`src/rtl/dlatch_ctrl_pkg.sv`:
```
// Shared types and helpers for the latch-bank write scheduler.
// Holds the write FSM state encoding and the phase-counter width helper.
package dlatch_ctrl_pkg;

  typedef enum logic [1:0] {IDLE, SETUP, PULSE, HOLD} wr_state_t;

  // Counter must hold the longest phase length minus one; +1 keeps a 1-cycle phase at width 1.
  function automatic int phase_cnt_w(input int setup_cyc, input int pulse_cyc, input int hold_cyc);
    int m;
    m = setup_cyc;
    if (pulse_cyc > m) m = pulse_cyc;
    if (hold_cyc > m) m = hold_cyc;
    return $clog2(m + 1);
  endfunction

endpackage

```
`src/rtl/rr_arbiter.sv`:
```
// Round-robin arbiter: combinational grant from req and the rotating pointer.
// The pointer moves past the winner only when the scheduler strobes advance.
module rr_arbiter #(
  parameter int NREQ = 4,
  localparam int PW = (NREQ > 1) ? $clog2(NREQ) : 1
) (
  input  logic            clk,
  input  logic            rst,
  input  logic [NREQ-1:0] req,
  input  logic            advance,
  output logic [NREQ-1:0] grant,
  output logic [PW-1:0]   grant_idx,
  output logic            grant_valid
);

  logic [PW-1:0] ptr_reg;
  logic [PW-1:0] ptr_next;
  logic [PW-1:0] cand_idx;
  int unsigned   cand;

  // Scan from farthest to nearest offset so the first asserted index at/after ptr wins.
  always_comb begin
    grant_idx   = '0;
    grant_valid = 1'b0;
    cand        = 0;
    cand_idx    = '0;
    for (int i = NREQ - 1; i >= 0; i--) begin
      cand     = (int'(ptr_reg) + i) % NREQ;
      cand_idx = PW'(cand);
      if (req[cand_idx]) begin
        grant_idx   = cand_idx;
        grant_valid = 1'b1;
      end
    end
    grant = grant_valid ? (NREQ'(1) << grant_idx) : '0;
  end

  always_comb begin
    ptr_next = ptr_reg;
    if (advance) begin
      ptr_next = (grant_idx == PW'(NREQ - 1)) ? '0 : grant_idx + 1'b1;
    end
  end

  always_ff @(posedge clk or posedge rst) begin
    if (rst) begin
      ptr_reg <= '0;
    end else begin
      ptr_reg <= ptr_next;
    end
  end

endmodule

```
`src/rtl/dlatch_bank_wr_ctrl.sv`:
```
// Write scheduler for a bank of level-sensitive D latches on a shared data bus.
// Each write runs setup, enable-pulse and hold phases so D never moves while an enable is high.
module dlatch_bank_wr_ctrl
  import dlatch_ctrl_pkg::*;
#(
  parameter int NREQ      = 4,
  parameter int WIDTH     = 8,
  parameter int NLATCH    = 4,
  parameter int SETUP_CYC = 2,
  parameter int PULSE_CYC = 3,
  parameter int HOLD_CYC  = 1,
  localparam int AW = (NLATCH > 1) ? $clog2(NLATCH) : 1
) (
  input  logic                       clk,
  input  logic                       rst,
  input  logic [NREQ-1:0]            req,
  input  logic [NREQ-1:0][AW-1:0]    req_addr,
  input  logic [NREQ-1:0][WIDTH-1:0] req_data,
  output logic [NREQ-1:0]            ack,
  output logic [WIDTH-1:0]           lat_D,
  output logic [NLATCH-1:0]          lat_en,
  output logic                       busy,
  output logic                       err
);

  localparam int CW = phase_cnt_w(SETUP_CYC, PULSE_CYC, HOLD_CYC);
  localparam int PW = (NREQ > 1) ? $clog2(NREQ) : 1;

  wr_state_t         state_reg, state_next;
  logic [CW-1:0]     cnt_reg, cnt_next;
  logic [AW-1:0]     addr_reg, addr_next;
  logic              addr_ok_reg, addr_ok_next;
  logic [WIDTH-1:0]  lat_d_reg, lat_d_next;
  logic [NLATCH-1:0] lat_en_reg, lat_en_next;
  logic [NREQ-1:0]   ack_reg, ack_next;
  logic              err_reg, err_next;
  logic              busy_reg, busy_next;

  logic [NREQ-1:0]   grant;
  logic [PW-1:0]     grant_idx;
  logic              grant_valid;
  logic              advance;
  logic              arb_point;
  logic [NLATCH-1:0] lat_sel;

  rr_arbiter #(.NREQ(NREQ)) u_arb (
    .clk         (clk),
    .rst         (rst),
    .req         (req),
    .advance     (advance),
    .grant       (grant),
    .grant_idx   (grant_idx),
    .grant_valid (grant_valid)
  );

  for (genvar gi = 0; gi < NLATCH; gi++) begin : g_sel
    assign lat_sel[gi] = (addr_reg == AW'(gi));
  end

  always_ff @(posedge clk or posedge rst) begin
    if (rst) begin
      state_reg <= IDLE;
    end else begin
      state_reg <= state_next;
    end
  end

  always_comb begin
    state_next   = state_reg;
    cnt_next     = cnt_reg;
    addr_next    = addr_reg;
    addr_ok_next = addr_ok_reg;
    lat_d_next   = lat_d_reg;
    lat_en_next  = lat_en_reg;
    ack_next     = '0;
    err_next     = 1'b0;
    advance      = 1'b0;
    arb_point    = 1'b0;

    unique case (state_reg)
      IDLE: arb_point = 1'b1;
      SETUP: begin
        if (cnt_reg == '0) begin
          state_next  = PULSE;
          cnt_next    = CW'(PULSE_CYC - 1);
          lat_en_next = addr_ok_reg ? lat_sel : '0;
        end else begin
          cnt_next = cnt_reg - 1'b1;
        end
      end
      PULSE: begin
        if (cnt_reg == '0) begin
          state_next  = HOLD;
          cnt_next    = CW'(HOLD_CYC - 1);
          lat_en_next = '0;
        end else begin
          cnt_next = cnt_reg - 1'b1;
        end
      end
      HOLD: begin
        if (cnt_reg == '0) begin
          arb_point = 1'b1;
        end else begin
          cnt_next = cnt_reg - 1'b1;
        end
      end
      default: state_next = IDLE;
    endcase

    // The only place lat_D changes: the edge that enters SETUP.
    if (arb_point) begin
      if (grant_valid) begin
        state_next   = SETUP;
        cnt_next     = CW'(SETUP_CYC - 1);
        addr_next    = req_addr[grant_idx];
        addr_ok_next = int'(req_addr[grant_idx]) < NLATCH;
        lat_d_next   = req_data[grant_idx];
        ack_next     = grant;
        err_next     = !(int'(req_addr[grant_idx]) < NLATCH);
        advance      = 1'b1;
      end else begin
        state_next = IDLE;
      end
    end

    busy_next = (state_next != IDLE);
  end

  always_ff @(posedge clk or posedge rst) begin
    if (rst) begin
      cnt_reg     <= '0;
      addr_reg    <= '0;
      addr_ok_reg <= 1'b0;
      lat_d_reg   <= '0;
      lat_en_reg  <= '0;
      ack_reg     <= '0;
      err_reg     <= 1'b0;
      busy_reg    <= 1'b0;
    end else begin
      cnt_reg     <= cnt_next;
      addr_reg    <= addr_next;
      addr_ok_reg <= addr_ok_next;
      lat_d_reg   <= lat_d_next;
      lat_en_reg  <= lat_en_next;
      ack_reg     <= ack_next;
      err_reg     <= err_next;
      busy_reg    <= busy_next;
    end
  end

  assign ack    = ack_reg;
  assign lat_D  = lat_d_reg;
  assign lat_en = lat_en_reg;
  assign busy   = busy_reg;
  assign err    = err_reg;

  lat_d_stable_a: assert property (@(posedge clk) disable iff (rst)
    (|lat_en_reg) |=> $stable(lat_d_reg));

  lat_en_onehot_a: assert property (@(posedge clk) disable iff (rst)
    $onehot0(lat_en_reg));

endmodule

```
`config.mk`:
```
export PLATFORM = sky130hd
export DESIGN_NAME = dlatch_bank_wr_ctrl
export DESIGN_NICKNAME = d
export VERILOG_FILES = /design/src/rtl/dlatch_ctrl_pkg.sv /design/src/rtl/rr_arbiter.sv /design/src/rtl/dlatch_bank_wr_ctrl.sv
export SDC_FILE = /design/constraint.sdc
export NUM_CORES = 1
export LEC_CHECK = 0
export ABC_CLOCK_PERIOD_IN_PS = 2150
export BUFFER_PORTS_ARGS = -buffer_cell sky130_fd_sc_hd__buf_2
export CORE_MARGIN = 3
export CORE_UTILIZATION = 26
export CTS_BUF_LIST = sky130_fd_sc_hd__clkbuf_4 sky130_fd_sc_hd__clkbuf_8 sky130_fd_sc_hd__clkbuf_16
export DETAILED_ROUTE_END_ITERATION = 6
export PLACE_DENSITY_LB_ADDON = 0.3
export SLEW_MARGIN = 25
export SYNTH_ARGS = -nofsm -noshare
export SYNTH_HDL_FRONTEND = slang
export SYNTH_SLANG_ARGS = --single-unit
```
`constraint.sdc`:
```
create_clock -name clk -period 2.15 [get_ports clk]
set_input_delay 0.1075 -clock clk [delete_from_list [all_inputs] [get_ports clk]]
set_output_delay 0.1075 -clock clk [all_outputs]
set_load 0.05 [all_outputs]
```
==> flow_summary.ini, run 1 <==
[power]
ir_drop_v = 0.000582
leakagePower_nw = 1.05
p_per_area_mw_per_mm2 = 1570

[worst_hold_path]
hp-start = req_data[17]
whs_endpoint = lat_D[1]
min_path_cells = 3
hold_path.class = input pin to flip-flop

[die]
die_h_um = 83.3
num_rows = 27
dieArea_mm2 = 0.00694
die_x_um = 83.3
ios = 64
initial_utilization = 0.275
core_area_mm2 = 0.00564

[routing]
wl_per_cell_um = 12.4
drt-initial-drc-count = 51
vias = 1290
drt_pass1_iterations = 5
vias_per_cell = 4.49
drc = 0
antenna_left = 0
totalWireLength_um = 3560

[sta]
min_period_over_period = 0.863
fin_tns_setup_ps = 0
slew_headroom = 0.647
setup_slack_ps = 295
finalCriticalPeriod_ps = 1860
worst_slew_pin_slew_ps = 525
clock.fmax_mhz = 539
rsz0062_at_grt = false
hold_ws_ps = 117
clock_skew_ps = 8.43
hold_violations = 0
drv_slew = 0
finalSetupViolCount = 0

[outcome]
status = finished clean

[clocking]
htree_num_levels = 1
numCtsBuffers = 3
root_buffer = clkbuf_8
clock_sinks = 26
cts.reportedPaths.clkPinSlew_ps = 90
insertion_delay_ps = 270
clockBufferDepth = 2
cts_tree = yes

[critical_path]
crit_buf_inv = 1
cpLargestDelayFamily = simple AND/OR/NAND/NOR gates
cp.required_ps = 2300
r2r-start = cnt_reg[0]
slowest_delay_ps = 410
r2r_slack_ps = 290
end_kind = flip-flop
critPathKind = flip-flop to flip-flop
critPathSlowestCell = dfrtp_1
r2r-end = busy
worstPathCellList = inv_1 -> ha_1 -> a21oi_1 -> or3_4 -> o21ai_1 -> or2_2
cp_max_fo = 8
r2r_cells = 6
worstPathArrival_ps = 2010
startpoint_type = flip-flop

[cells_and_area]
final_layout_size_suffix_gt1_frac = 0.391
nets = 272
final_util = 0.363
areaGrowthSynthToFinish_pct = 31.9
largest_reg_flops = 8
antennaDiodeCount = 0
fillCellCount = 596
final_area_mm2 = 0.00205

[placed_design]
dp_hpwl_um = 2770
gp_congestion = 0.783
numPortBuffers = 62
dp_slack_ps = 182
dpl-instance-area_mm2 = 0.00196

[logic_synthesis]
syn_inst = 147
synth_mux_area_frac = 0.135
synthArstFlopShare = 1.00
ys_top_cells_by_count = 26 x dfrtp_1, 22 x nand2_1, 21 x mux2i_1
synth_top_area_share = 0.419
synthFlopType = dfrtp_1
ys_top_cells_by_area = dfrtp_1 42%, mux2i_1 14%, ha_1 8.1%
ys_warn_count = 0
synthAdderAreaFrac = 0.0805
synth.avg_cell_area_um2 = 10.6
synth_edf_count = 0
synth_top_cell_by_area = dfrtp_1
synth_top_family_by_area = compound AO/OA/AOI/OAI gates
synthSimpleGateAreaFrac = 0.122
yosysMostFrequentCell = dfrtp_1
synth_area_mm2 = 0.00155
ys_types = 37
synth_nets = 203
synth-xor-area-share = 0
ys_ff_latch = 26
yosysSeqAreaShare = 0.419
synth_compound_area_frac = 0.180

[global_route]
grt_pass1_wl_um = 5990
grt_antenna_before_repair = 0
gr-usage-all-layers = 0.104
grt_max_degree = 27
gr-total-overflow = 0
grt_pass1_vias = 1350

[run]
cap_violations = 0
-- through the flow --
step           power [W]  cells
3_5_place_dp     0.00284    282
3_3_place_gp     0.00282    282
6_report         0.00322    287
5_1_grt          0.00350    287
2_1_floorplan    0.00237    147
4_1_cts          0.00326    287
-- where the power goes --
| part | total, W | leakage, nW | internal [W] | switching (W) |
|---|---|---|---|---|
| registers | 0.000845 | 0.324 | 0.000699 | 0.000146 |
| logic | 0.00198 | 0.693 | 0.000729 | 0.00125 |
| clock network | 0.000404 | 0.0357 | 0.000249 | 0.000155 |
-- cell usage in the layout, fill, tap and decap left out, types with 2 or more instances in the layout --
master / count
o21ai_0: 3
o221ai_2: 6
o221ai_1: 5
mux2i_1: 21
nor2_1: 8
buf_2: 62
ha_1: 10
o21ai_1: 2
nor2b_1: 2
o31ai_1: 3
inv_1: 10
nand2b_1: 2
a21oi_1: 3
dfrtp_1: 26
buf_4: 6
clkbuf_8: 3
nand2_1: 22
-- layer usage --
metal | share of wire | vias to the layer above | global-route usage
met5 | 0 | - | 0
met4 | 0 | 0 | 0.0134
met3 | 0.089 | 0 | 0.0407
met2 | 0.46 | 46 | 0.173
met1 | 0.45 | 583 | 0.131
li1 | - | 661 | -
-- what timing repair did --
| action | in CTS | in global routing |
|---|---|---|
| hold buffers | 1 | 0 |
| endpoints found under the hold margin | 26 | 0 |
| endpoints found under the setup margin | 0 | 1 |
| resized for setup | 0 | 1 |
| setup buffers | 0 | 0 |
-- worst min-delay path, stage by stage --
cell	delay, ps
buf_2	70
mux2i_1	60
o221ai_2	120
-- cells by family after synthesis --
logic type / count (synthesis)
buffers and inverters: 16
muxes: 21
AOI/OAI and AO/OA: 31
adders and majority gates: 10
and+or+nand+nor: 42
other: 1
DFF: 26
-- area by class of cell --
type	count	area (µm²)	share of cell area
clock buffer	3	41.3	0.0201
clock inverter	1	30.0	0.0147
inverter	10	37.5	0.0183
multi-input combinational	105	815	0.397
sequential	26	651	0.317
tap	72	90.1	0.0440
timing repair buffer	70	385	0.188
-- how the worst max path moves through the flow --
stage | startpoint | end | depth (start not counted) | slack [ps]
after floorplan | state_reg[0] | lat_D[1] | 7 | 360
after global placement | state_reg[1] | lat_D[6] | 6 | 300
after detailed placement | cnt_reg[0] | busy | 6 | 180
after CTS | cnt_reg[0] | busy | 6 | 140
after global routing | cnt_reg[0] | busy | 6 | 120
final | cnt_reg[0] | busy | 6 | 290
No activity file was read; power rests on OpenSTA's default activity.
==> inputs of run 2 (changes only) <==
--- a/config.mk
+++ b/config.mk
@@ -5,6 +5,7 @@
 export SDC_FILE = /design/constraint.sdc
 export NUM_CORES = 1
 export LEC_CHECK = 0
+export ABC_AREA = 1
 export ABC_CLOCK_PERIOD_IN_PS = 2150
 export BUFFER_PORTS_ARGS = -buffer_cell sky130_fd_sc_hd__buf_2
 export CORE_MARGIN = 3
==> flow_summary.ini, run 2 <==
[routing]
wl_met2_um = 2410
drt-initial-drc-count = 104
wl_per_cell_um = 11.2
antenna_left = 0
vias = 1964
wl_met1_um = 2480
dr_wl_met3_um = 242
totalWireLength_um = 5170
drt_pass1_iterations = 4
drc = 0
top_layer = met4
vias_per_cell = 4.24

[critical_path]
startpoint_type = flip-flop
cpMostUsedCell = nand2_1
slowest_delay_ps = 410
cp_max_fo = 20
cp.required_ps = 2330
critPathSlowestCell = dfrtp_1
critPathKind = flip-flop to flip-flop
worstPathCellList = buf_4 -> nand2_1 -> o21ai_0 -> or2_4 -> nand3_2 -> buf_6 -> nand3_1 -> nand3_2 -> nand2_1 -> nand2_1 -> nand2_1
end_kind = flip-flop
worstPathArrival_ps = 2080

[power]
p_sw_frac = 0.544
leakagePower_nw = 1.56
clkPwrFrac = 0.083
ir_drop_v = 0.000597
power.internal_w = 0.00224
total_power_w = 0.00491
seqPwrFrac = 0.179
combinationalPowerShare = 0.738
p_sw_w = 0.00267
p_per_area_mw_per_mm2 = 1910

[die]
die_h_um = 94.4
core_area_mm2 = 0.00741
ios = 64
initial_utilization = 0.274
num_rows = 31
die_x_um = 94.4
dieArea_mm2 = 0.00892

[sta]
fin_tns_setup_ps = 0
clock_skew_ps = 13.2
drv_slew = 0
min_period_over_period = 0.883
slew_headroom = 0.595
finalCriticalPeriod_ps = 1900
finalSetupViolCount = 0
worst_slew_pin_slew_ps = 607
setup_slack_ps = 251
hold_violations = 0
rsz0062_at_grt = false
clock.fmax_mhz = 527

[cells_and_area]
areaGrowthSynthToFinish_pct = 26.6
stdcell_count = 463
final_layout_size_suffix_gt1_frac = 0.310
nets = 421
antennaDiodeCount = 0
largest_reg_flops = 8
mostFrequentLayoutCells = 83 x nand2_1, 62 x buf_2, 60 x inv_1, 36 x nand3_1, 26 x dfrtp_1
final_common_cell = nand2_1

[placed_design]
dp_slack_ps = 184
gp_congestion = 0.824
dp_hpwl_um = 4190
dp_cells = 452
numPortBuffers = 62

[global_route]
grt_pass1_vias = 1876
grt_max_degree = 27
grt_pass1_wl_um = 8540
gr-usage-all-layers = 0.119
grt_antenna_before_repair = 0
gr-total-overflow = 0

[logic_synthesis]
synthFlopType = dfrtp_1
ys_ff_latch = 26
syn_inst = 294
synth_nets = 350
synth_top_area_share = 0.320
yosysMostFrequentCell = nand2_1
ys_types = 31
synth.avg_cell_area_um2 = 6.92
ys_top_cells_by_count = 83 x nand2_1, 61 x inv_1, 36 x nand3_1
synthArstFlopShare = 1.00
ys_warn_count = 0
ys_top_cells_by_area = dfrtp_1 32%, nand2_1 15%, inv_1 11%
yosysSeqAreaShare = 0.320
synth_area_mm2 = 0.00203
synth_edf_count = 0
synth_top_cell_by_area = dfrtp_1

[clocking]
insertion_delay_ps = 280
numCtsBuffers = 3
clockBufferDepth = 2
htree_num_levels = 1
cts.reportedPaths.clkPinSlew_ps = 100
cts_tree = yes
clock_sinks = 26
root_buffer = clkbuf_8

[run]
cap_violations = 0

[outcome]
status = finished clean

[worst_hold_path]
hold_path.class = input pin to flip-flop
## run 2: changes by cell type after synthesis, moves of 6 or more
cell / change
nand2_2: +11
o221ai_2: -6
nand3_2: +9
nand3_1: +35
nand2_1: +61
mux2i_1: -21
inv_1: +51
a21oi_1: +6
## run 2: timing repair
action / 4_1_cts / 5_1_grt
hold endpoints to repair: 26 / 0
setup endpoints to repair: 0 / 8
gates resized for setup: 0 / 5
buffers inserted: 0 / 6
hold buffers: 1 / 0
## run 2: logic make-up (layout without fill, tap and decap cells)
logic type,Yosys count,count (layout),synth area share
and+or+nand+nor,161,161,0.386
buffers and inverters,76,146,0.171
DFF,26,26,0.320
AOI/OAI and AO/OA,20,20,0.0597
adders and majority gates,10,10,0.0615
other,1,1,0.00184
## run 2: power by group through the flow
stage | logic [W] | clock network (W) | registers [W]
floorplan | 0.00232 | 0 | 0.00135
CTS | 0.00342 | 0.000415 | 0.000884
finish | 0.00362 | 0.000410 | 0.000878
detailed placement | 0.00341 | 0 | 0.000893
global route | 0.00408 | 0.000440 | 0.000914
global placement | 0.00338 | 0 | 0.000893
## run 2: routing by layer
metal,track usage,vias to the layer above
met3,0.0135,5
li1,-,1037
met4,0.0253,0
met2,0.196,46
met1,0.167,876
met5,0,-
## run 2: area by class of cell
class	count	area, µm²
Sequential cell	26	651
Inverter	64	240
Tap cell	99	124
Fill cell	818	4830
Timing Repair Buffer	78	444
Multi-Input combinational cell	192	1040
Clock buffer	3	41.3
Clock inverter	1	30.0
## run 2: critical path, delay by kind of cell, from the launching register on
kind,cells,cell delay (ps)
AND/OR/NAND/NOR,8,910
flip-flops,1,410
buffers and inverters,2,380
AO/OA/AOI/OAI,1,100
## run 2: worst paths after layout
check,start,end,slack (ps),cells past startpoint
min in group asynchronous,rst,lat_D[3],410,4
max in group asynchronous,rst,state_reg[1],1470,4
worst max-delay path,u_arb.ptr_reg[0],lat_D[3],250,11
worst min register to register,lat_D[4],lat_D[4],490,2
worst max register to register,u_arb.ptr_reg[0],lat_D[3],250,11
worst min-delay path,req_data[30],lat_D[6],210,7
## run 2: stage by stage
stage | util | hold slack, ps | cell area [µm²]
floorplan | - | 148 | 2030
global placement | 0.328 | 183 | 2430
detailed placement | 0.328 | 186 | 2430
CTS | 0.339 | 228 | 2510
global route | 0.347 | 259 | 2570
finish | 0.347 | 211 | 2570
==> inputs of run 3 (changes only) <==
--- a/config.mk
+++ b/config.mk
@@ -12,7 +12,8 @@
 export CORE_UTILIZATION = 26
 export CTS_BUF_LIST = sky130_fd_sc_hd__clkbuf_4 sky130_fd_sc_hd__clkbuf_8 sky130_fd_sc_hd__clkbuf_16
 export DETAILED_ROUTE_END_ITERATION = 6
-export PLACE_DENSITY_LB_ADDON = 0.3
+export GPL_TIMING_DRIVEN = 0
+export PLACE_DENSITY = 0.45
 export SLEW_MARGIN = 25
 export SYNTH_ARGS = -nofsm -noshare
 export SYNTH_HDL_FRONTEND = slang
==> flow_summary.ini, run 3 (same netlist as run 2, synthesis figures left out) <==
[outcome]
status = finished clean

[critical_path]
worstPathCellList = buf_6 -> nand2_1 -> nand2_1 -> nand2_1 -> nand2_1 -> nor2_2 -> nor2_1 -> nand2_4 -> nand2_4 -> buf_8 -> ha_1 -> nand2_1 -> o21ai_0
worstPathArrival_ps = 2070
critPathSlowestCell = dfrtp_1
crit_buf_inv = 2
cpLargestDelayFamily = simple AND/OR/NAND/NOR gates
cp_max_fo = 10
critPathKind = flip-flop to flip-flop
slowest_delay_ps = 410
r2r_slack_ps = 230
cp.required_ps = 2300
r2r_cells = 13
startpoint_type = flip-flop
r2r-start = u_arb.ptr_reg[0]
cpMostUsedCell = nand2_1
end_kind = flip-flop
r2r-end = u_arb.ptr_reg[1]

[sta]
hold_violations = 0
finalCriticalPeriod_ps = 1920
hold_ws_ps = 240
clock_skew_ps = 3.55
finalSetupViolCount = 0
min_period_over_period = 0.893
clock.fmax_mhz = 521
worst_slew_pin_slew_ps = 545
rsz0062_at_grt = false
fin_tns_setup_ps = 0
drv_slew = 0
slew_headroom = 0.637

[die]
core_area_mm2 = 0.00741
die_h_um = 94.4
dieArea_mm2 = 0.00892
initial_utilization = 0.274
num_rows = 31
die_x_um = 94.4
ios = 64

[routing]
vias = 1931
antenna_left = 0
vias_per_cell = 4.20
wl_per_cell_um = 10.7
totalWireLength_um = 4900
drt-initial-drc-count = 89
drc = 0
drt_pass1_iterations = 5

[placed_design]
gp_congestion = 0.737
dp_hpwl_um = 4000
dp_cells = 455
numPortBuffers = 62

[cells_and_area]
areaGrowthSynthToFinish_pct = 24.7
final_layout_size_suffix_gt1_frac = 0.307
nets = 418
stdcell_count = 460
largest_reg_flops = 8
antennaDiodeCount = 0
mostFrequentLayoutCells = 83 x nand2_1, 65 x buf_2, 59 x inv_1, 36 x nand3_1, 26 x dfrtp_1
final_common_cell = nand2_1
fillCellCount = 829

[global_route]
gr-usage-all-layers = 0.113
grt_pass1_wl_um = 8220
grt_max_degree = 27
grt_antenna_before_repair = 0
gr-total-overflow = 0
grt_pass1_vias = 1814

[clocking]
postCtsSetupRepairBufs = 0
cts_tree = yes
htree_num_levels = 1
clockBufferDepth = 2
insertion_delay_ps = 260
root_buffer = clkbuf_8
cts.reportedPaths.clkPinSlew_ps = 90
numCtsBuffers = 3
clock_sinks = 26

[worst_hold_path]
whs_endpoint = lat_D[1]
hold_path.class = input pin to flip-flop
min_path_cells = 7
hp-start = req_data[25]

[power]
p_per_area_mw_per_mm2 = 1860
leakagePower_nw = 1.54
ir_drop_v = 0.000720

[run]
cap_violations = 0
[run 3: cell count changes in the layout (fill, tap and decap cells not counted), sizes merged]
cell	previous run	this run
buf	77	72
clkbuf	3	6
bufinv	1	0
[run 3: layout make-up]
type	count	area (µm²)	share of cell area
buffer	12	110	0.0434
clock buffer	4	55.1	0.0217
inverter	64	240	0.0948
multi-input combinational	192	1030	0.408
sequential	26	651	0.257
tap	99	124	0.0489
timing repair buffer	63	320	0.126
[run 3: layer usage]
layer  GRT usage  share of wire
met1       0.167           0.50
met2       0.173           0.44
met3      0.0167          0.051
met4      0.0253         0.0069
met5           0              0
[run 3: where the power goes]
group / leakage [nW] / total (W) / switching, W / internal, W
Clock: 0.0288 / 0.000303 / 0.000140 / 0.000163
Sequential: 0.320 / 0.000877 / 0.000147 / 0.000730
Combinational: 1.19 / 0.00353 / 0.00233 / 0.00121
Total: 1.54 / 0.00471 / 0.00261 / 0.00210
[run 3: stage by stage]
step / util / power (W) / setup WS, ps / area (µm²)
floorplan: - / 0.00367 / 351 / 2030
global placement: 0.333 / 0.00441 / 157 / 2470
detailed placement: 0.333 / 0.00443 / 117 / 2470
CTS: 0.340 / 0.00475 / 98.1 / 2520
global route: 0.342 / 0.00520 / 51.6 / 2530
finish: 0.342 / 0.00471 / 230 / 2530
[run 3: worst max-delay path by stage]
stage	start	endpoint	slack (ps)	depth (start not counted)
floorplan	u_arb.ptr_reg[0]	u_arb.ptr_reg[1]	350	10
global placement	u_arb.ptr_reg[0]	u_arb.ptr_reg[1]	160	12
detailed placement	u_arb.ptr_reg[0]	u_arb.ptr_reg[1]	120	12
CTS	u_arb.ptr_reg[0]	u_arb.ptr_reg[1]	100	12
global route	u_arb.ptr_reg[0]	u_arb.ptr_reg[1]	50	13
finish	u_arb.ptr_reg[0]	u_arb.ptr_reg[1]	230	13
[run 3: repair_timing]
| action | 4_1_cts | 5_1_grt |
|---|---|---|
| hold buffers | 0 | 1 |
| setup endpoints to repair | 0 | 1 |
| endpoints found under the hold margin | 0 | 26 |
| gates resized for setup | 0 | 3 |
[run 3: worst register-to-register path: stages (launching register included)]
cell	delay, ps
dfrtp_1	410
buf_6	160
nand2_1	70
nand2_1	70
nand2_1	80
nand2_1	80
nor2_2	150
nor2_1	80
nand2_4	80
nand2_4	70
buf_8	140
ha_1	290
nand2_1	70
o21ai_0	70
